[src/rtl/fix_point_div_seq.sv]
// Sequential signed fixed-point divider: restoring shift-subtract, one quotient bit per clock.
// Optional macro FIX_POINT_DIV_SAT_EN saturates overflowing quotients instead of wrapping.
module fix_point_div_seq #(
    parameter int W_INTEGER_I    = 29,
    parameter int W_FRACTIONAL_I = 3,
    parameter int W_INTEGER_O    = 16,
    parameter int W_FRACTIONAL_O = 16
) (
    input  logic                                          clk,
    input  logic                                          rst,
    input  logic                                          in_valid,
    output logic                                          in_ready,
    input  logic signed [W_INTEGER_I+W_FRACTIONAL_I-1:0]  a,
    input  logic signed [W_INTEGER_I+W_FRACTIONAL_I-1:0]  b,
    output logic                                          out_valid,
    input  logic                                          out_ready,
    output logic signed [W_INTEGER_O+W_FRACTIONAL_O-1:0]  c,
    output logic                                          ovf,
    output logic                                          div_zero
);

    localparam int WI = W_INTEGER_I + W_FRACTIONAL_I;
    localparam int WO = W_INTEGER_O + W_FRACTIONAL_O;
    localparam int WN = WI + W_FRACTIONAL_O;
    localparam int CW = $clog2(WN + 1);

    localparam logic [WN:0]   POS_LIM = {{(WN + 2 - WO){1'b0}}, {(WO - 1){1'b1}}};
    localparam logic [WN:0]   NEG_LIM = {{(WN + 1 - WO){1'b0}}, 1'b1, {(WO - 1){1'b0}}};
    localparam logic [WO-1:0] MAX_C   = {1'b0, {(WO - 1){1'b1}}};
    localparam logic [WO-1:0] MIN_C   = {1'b1, {(WO - 1){1'b0}}};

    typedef enum logic [1:0] {IDLE, CALC, DONE} state_t;

    state_t        state_reg;
    state_t        state_next;
    logic [CW-1:0] count_reg;

    // dvd_reg starts as the scaled dividend magnitude; quotient bits shift in at the LSB
    logic [WN:0]   dvd_reg;
    logic [WI:0]   dvs_reg;
    logic [WI:0]   rem_reg;
    logic          sign_reg;
    logic          sign_a_reg;
    logic          zero_reg;

    logic          out_valid_reg;
    logic [WO-1:0] c_reg;
    logic          ovf_reg;
    logic          div_zero_reg;

    logic [WI:0]   a_ext;
    logic [WI:0]   b_ext;
    logic [WI:0]   a_abs;
    logic [WI:0]   b_abs;
    logic          b_zero;

    logic [WI+1:0] rem_shift;
    logic [WI+1:0] dvs_wide;
    logic [WI+1:0] rem_sub;
    logic          q_bit;
    logic [WI:0]   rem_next;

    logic [WN:0]   q_signed;
    logic          ovf_calc;
    logic [WO-1:0] c_calc;
    logic          unused_bits;

    // Operand magnitudes; one extra bit so that |min| is representable
    assign a_ext  = {a[WI-1], a};
    assign b_ext  = {b[WI-1], b};
    assign a_abs  = a[WI-1] ? -a_ext : a_ext;
    assign b_abs  = b[WI-1] ? -b_ext : b_ext;
    assign b_zero = (b == '0);

    assign rem_shift = {rem_reg, dvd_reg[WN]};
    assign dvs_wide  = {1'b0, dvs_reg};
    assign rem_sub   = rem_shift - dvs_wide;
    assign q_bit     = (rem_shift >= dvs_wide);
    assign rem_next  = q_bit ? rem_sub[WI:0] : rem_shift[WI:0];

    // Negative quotients may reach one step further than positive ones
    assign q_signed = sign_reg ? -dvd_reg : dvd_reg;
    assign ovf_calc = sign_reg ? (dvd_reg > NEG_LIM) : (dvd_reg > POS_LIM);

`ifdef FIX_POINT_DIV_SAT_EN
    assign c_calc = ovf_calc ? (sign_reg ? MIN_C : MAX_C) : q_signed[WO-1:0];
`else
    assign c_calc = q_signed[WO-1:0];
`endif

    assign unused_bits = &{1'b0, q_signed[WN:WO], rem_sub[WI+1]};

    always_ff @(posedge clk) begin
        if (rst) begin
            state_reg <= IDLE;
        end else begin
            state_reg <= state_next;
        end
    end

    always_comb begin
        state_next = state_reg;
        case (state_reg)
            IDLE: begin
                if (in_valid) begin
                    state_next = b_zero ? DONE : CALC;
                end
            end
            CALC: begin
                if (count_reg == CW'(WN)) begin
                    state_next = DONE;
                end
            end
            DONE: begin
                if (out_valid_reg && out_ready) begin
                    state_next = IDLE;
                end
            end
            default: state_next = IDLE;
        endcase
    end

    always_comb begin
        in_ready  = (state_reg == IDLE);
        out_valid = out_valid_reg;
        c         = c_reg;
        ovf       = ovf_reg;
        div_zero  = div_zero_reg;
    end

    always_ff @(posedge clk) begin
        if (rst) begin
            count_reg     <= '0;
            dvd_reg       <= '0;
            dvs_reg       <= '0;
            rem_reg       <= '0;
            sign_reg      <= 1'b0;
            sign_a_reg    <= 1'b0;
            zero_reg      <= 1'b0;
            out_valid_reg <= 1'b0;
            c_reg         <= '0;
            ovf_reg       <= 1'b0;
            div_zero_reg  <= 1'b0;
        end else begin
            case (state_reg)
                IDLE: begin
                    if (in_valid) begin
                        dvd_reg    <= {a_abs, {W_FRACTIONAL_O{1'b0}}};
                        dvs_reg    <= b_abs;
                        rem_reg    <= '0;
                        sign_reg   <= a[WI-1] ^ b[WI-1];
                        sign_a_reg <= a[WI-1];
                        zero_reg   <= b_zero;
                        count_reg  <= '0;
                    end
                end
                CALC: begin
                    dvd_reg   <= {dvd_reg[WN-1:0], q_bit};
                    rem_reg   <= rem_next;
                    count_reg <= count_reg + CW'(1);
                end
                DONE: begin
                    // First DONE cycle forms the signed result; afterwards hold until taken
                    if (!out_valid_reg) begin
                        out_valid_reg <= 1'b1;
                        if (zero_reg) begin
                            c_reg        <= sign_a_reg ? MIN_C : MAX_C;
                            ovf_reg      <= 1'b1;
                            div_zero_reg <= 1'b1;
                        end else begin
                            c_reg        <= c_calc;
                            ovf_reg      <= ovf_calc;
                            div_zero_reg <= 1'b0;
                        end
                    end else if (out_ready) begin
                        out_valid_reg <= 1'b0;
                    end
                end
                default: begin
                    out_valid_reg <= 1'b0;
                end
            endcase
        end
    end

endmodule

[config.mk]
export PLATFORM = sky130hd
export DESIGN_NAME = fix_point_div_seq
export DESIGN_NICKNAME = d
export VERILOG_FILES = /design/src/rtl/fix_point_div_seq.sv
export SDC_FILE = /design/constraint.sdc
export NUM_CORES = 1
export LEC_CHECK = 0
export ABC_AREA = 1
export CAP_MARGIN = 20
export CELL_PAD_IN_SITES_DETAIL_PLACEMENT = 1
export CELL_PAD_IN_SITES_GLOBAL_PLACEMENT = 1
export CORE_ASPECT_RATIO = 2
export CORE_MARGIN = 10
export CORE_UTILIZATION = 45
export CTS_BUF_LIST = sky130_fd_sc_hd__clkbuf_8
export CTS_CLUSTER_SIZE = 28
export DETAILED_ROUTE_END_ITERATION = 16
export GPL_TIMING_DRIVEN = 0
export HOLD_SLACK_MARGIN = 0.03
export PLACE_DENSITY_LB_ADDON = 0.15
export SLEW_MARGIN = 40
export SYNTH_ARGS = -nofsm -noshare
export SYNTH_HDL_FRONTEND = slang
export SYNTH_SLANG_ARGS = --single-unit
[constraint.sdc]
create_clock -name clk -period 4.6 [get_ports clk]
set_input_delay 0.46 -clock clk [delete_from_list [all_inputs] [get_ports clk]]
set_output_delay 0.46 -clock clk [all_outputs]
set_load 0.05 [all_outputs]
==> summary.md <==
| Metric | Value |
|---|---|
| Hold_buf cts | `0` |
| Max Clock Freq | `0.330 GHz` |
| Setup TNS | `0 ns` |
| Final net count | `2222` |
| Status | `finished clean` |
| Syn Std Cell Area | `approximately 12000 sq um` |
| Largest family of logic cells by synthesized area | `simple AND/OR/NAND/NOR gates` |
| Die area | `34000 sq um` |
| Logic pwr share | `0.700` |
| Diode count | `0` |
| WP data required | `4.96 ns` |
| CTS tree | `done` |
| Adder-cell share of the synthesized area | `0.0424` |
| CP Max Fanout | `10` |
| Reg clk slew, reported paths | `approximately 0.090 ns` |
| DRC Markers | `0` |
| Clk_skew | `0.0139 ns` |
| Final critical-path required period | `between 3 and 4 ns` |
| Post-detail-place hpwl | `43.0 mm` |
| Max_cap viols | `0` |
| DIE HEIGHT | `approximately 250 microns` |
| Post-synth EDFFs | `0` |
| Final hold violation count | `0` |
| First-pass GRT wire length | `80.9 mm` |
| Io pins | `104` |
| Cell Pwr Density | `roughly 800 nW/um^2` |
| Worst R2R Path Depth | `14` |
| Most frequent cell after synthesis | `nand2_1` |
| Core area | `26300 sq um` |
| Total global routing overflow | `0` |
| P_int | `4850 uW` |
| Critical path launch point type | `flop` |
| Leading area contributor after synthesis | `dfxtp_1` |
| Simple-Gate Fraction of Synth Area | `0.376` |
| Fin. max-slew vios | `0` |
| Clock share of power | `0.109` |
| Synth Area in XOR/XNOR | `0.0292` |
| GPL Wtd Cong | `a little over 1` |
| Seq/Total Area, Yosys | `0.269` |
| Largest register FFs | `49` |
| Total Wirelength | `52.6 mm` |
| Pin count of the biggest net entering global routing | `17` |
| Initial antenna violation count | `0` |
| Synth Flop Type | `dfxtp_1` |
| Synthesized net count | `2103` |
| RSZ-0062 raised after global routing | `false` |
| Worst Hold Class | `reg -> reg` |
| Setup crit end kind | `flop` |
| Seq pwr share | `0.191` |
| Setup Viol. Count Final | `0` |
| Clock latency on the worst-skew pair | `0.49 ns` |
| Slew headroom | `0.365` |
| Synth Instances | `approximately 2000` |
| Synth top cells by count | `548 x nand2_1, 263 x inv_1, 198 x a21oi_1` |
| Worst Setup Path Type | `reg -> reg` |
| Post-cts resize count | `0` |
| CTS max path bufs | `2` |
| Post-Layout Cell Count | `about 2500` |
| Layout cell share with drive strength beyond 1 | `0.0489` |
| Worst Path Arrival | `3.39 ns` |
| DR WL/cell | `between 20 and 25 microns` |
| Post-CTS setup buffer count | `0` |
| Worst ir drop on vdd | `between 0.3 and 0.4 mV` |
| Routed vias/inst | `5.74` |
| Root buf cell | `clkbuf_8` |
| Die width | `135 microns` |
| Least-Margin Pin Slew | `approximately 0.95 ns` |
| Initial drt markers | `735` |
| Post-synth cell types | `51` |
| Total CTS buffers | `17` |
| Multiplexer area fraction after synthesis | `0` |
| Synth top area share | `0.269` |
| Switch share | `0.565` |
| Synthesized area per cell | `6.01 sq um` |
| Core Rows | `between 80 and 90` |
| Via count | `roughly 14000` |
| Ys async rst share | `0` |
| Dpl cells | `2439` |
| R2R Setup Slk | `1.57 ns` |
| CTS sink cnt | `161` |
| All-Layer GR Usage | `0.306` |
| Psw | `around 6300 uW` |
| Period utilisation layout | `0.658` |
| Leakage | `~0.0065 uW` |
| Syn-to-layout area delta | `15.8%` |
| Drt pass-1 iters | `5` |
| IO Port Bufs | `100` |
| Synthesis-stage register bit count | `161` |
| Hold Crit Depth | `2` |
| Largest cells by area after synthesis | `dfxtp_1 27%, nand2_1 17%, a21oi_1 8.3%` |
| H-tree depth | `4` |
| Initial Util | `0.456` |
| Synth warn | `0` |
| Vias in the first global route | `15400` |
| Synth Area in Compound Gates | `0.166` |
| Antenna-violating nets left | `0` |
[critical path: stages (launching register included)]
cell and delay, ns:
dfxtp_1 0.59, inv_1 0.15, ha_1 0.26, fa_1 0.42, inv_1 0.13, nand3_1 0.09, nand3_1 0.26, nand2_2 0.10
nand2_2 0.11, nand2_4 0.11, nand2_8 0.13, buf_6 0.17, nand3_1 0.17, nand3_1 0.12, a21oi_1 0.06
[path summary, 6_finish.rpt]
check | from | to
max | dvd_reg[48] | rem_reg[21]
min | dvd_reg[41] | dvd_reg[41]
max reg2reg | dvd_reg[48] | rem_reg[21]
min reg2reg | dvd_reg[41] | dvd_reg[41]
[power by group through the flow]
stage	registers [uW]	clock network (uW)	logic, uW
3_3_place_gp	2130	0	7410
3_5_place_dp	2150	0	7640
5_1_grt	2180	1270	8500
6_report	2130	1210	7800
4_1_cts	2120	1220	7720
2_1_floorplan	2300	0	5050
[placed cells by master, fill, tap and decap left out, types with 4 or more instances in the layout]
master	netlist	layout
o21ai_0	107	107
nand2_2	8	8
clkdlybuf4s50_1	0	100
ha_1	39	39
xnor2_1	16	16
nor2_1	164	164
clkbuf_1	53	51
o21bai_1	6	6
o21ai_1	12	12
a21oi_1	198	198
dfxtp_1	161	161
nor3_1	36	36
nor4_1	6	6
nor2_4	4	4
nand3_1	177	177
nand4_1	26	26
nand2_1	548	548
buf_6	5	5
nor2_2	6	6
o211ai_1	13	13
nand3b_1	30	30
xor2_1	24	24
a31oi_1	5	5
inv_6	0	5
o221ai_1	13	13
buf_2	18	18
inv_2	13	13
buf_1	6	6
inv_1	263	263
clkbuf_8	0	18
bufinv_16	0	4
[stage by stage]
| step | cell area (sq um) | hold WS [ns] | power, uW | util | setup slack (ns) |
|---|---|---|---|---|---|
| 5_1_grt | 13900 | 0.508 | 11900 | 0.528 | 1.52 |
| 4_1_cts | 13900 | 0.476 | 11100 | 0.528 | 1.64 |
| 3_3_place_gp | 13400 | 0.444 | 9530 | 0.511 | 1.55 |
| 6_report | 13900 | 0.476 | 11100 | 0.528 | 1.57 |
| 2_1_floorplan | 12000 | 0.430 | 7350 | - | 2.51 |
| 3_5_place_dp | 13400 | 0.463 | 9790 | 0.511 | 1.50 |
[metal layers]
metal | routed length (microns) | vias up | global-route usage
met5 | 0 | - | 0
met4 | 5290 | 0 | 0.280
met3 | 1750 | 247 | 0.0435
met2 | 28900 | 440 | 0.588
met1 | 16700 | 6788 | 0.256
li1 | - | 6706 | -
[cell type report]
type / count / area, sq um
Clock inverter: 14 / 203
Sequential cell: 161 / 3220
Buffer: 82 / 370
Tap cell: 344 / 430
Clock buffer: 18 / 248
Timing Repair Buffer: 100 / 1000
Inverter: 279 / 1050
Multi-Input combinational cell: 1473 / 7360
Fill cell: 3762 / 12400
[logic make-up after synthesis]
family	count (synthesis)
AND/OR/NAND/NOR	1026
adder cells (fa/ha/maj)	40
buffers and inverters	361
flip-flops	161
AO/OA/AOI/OAI	367
XOR/XNOR	40
Note: power is estimated with default switching activity, not from simulation.
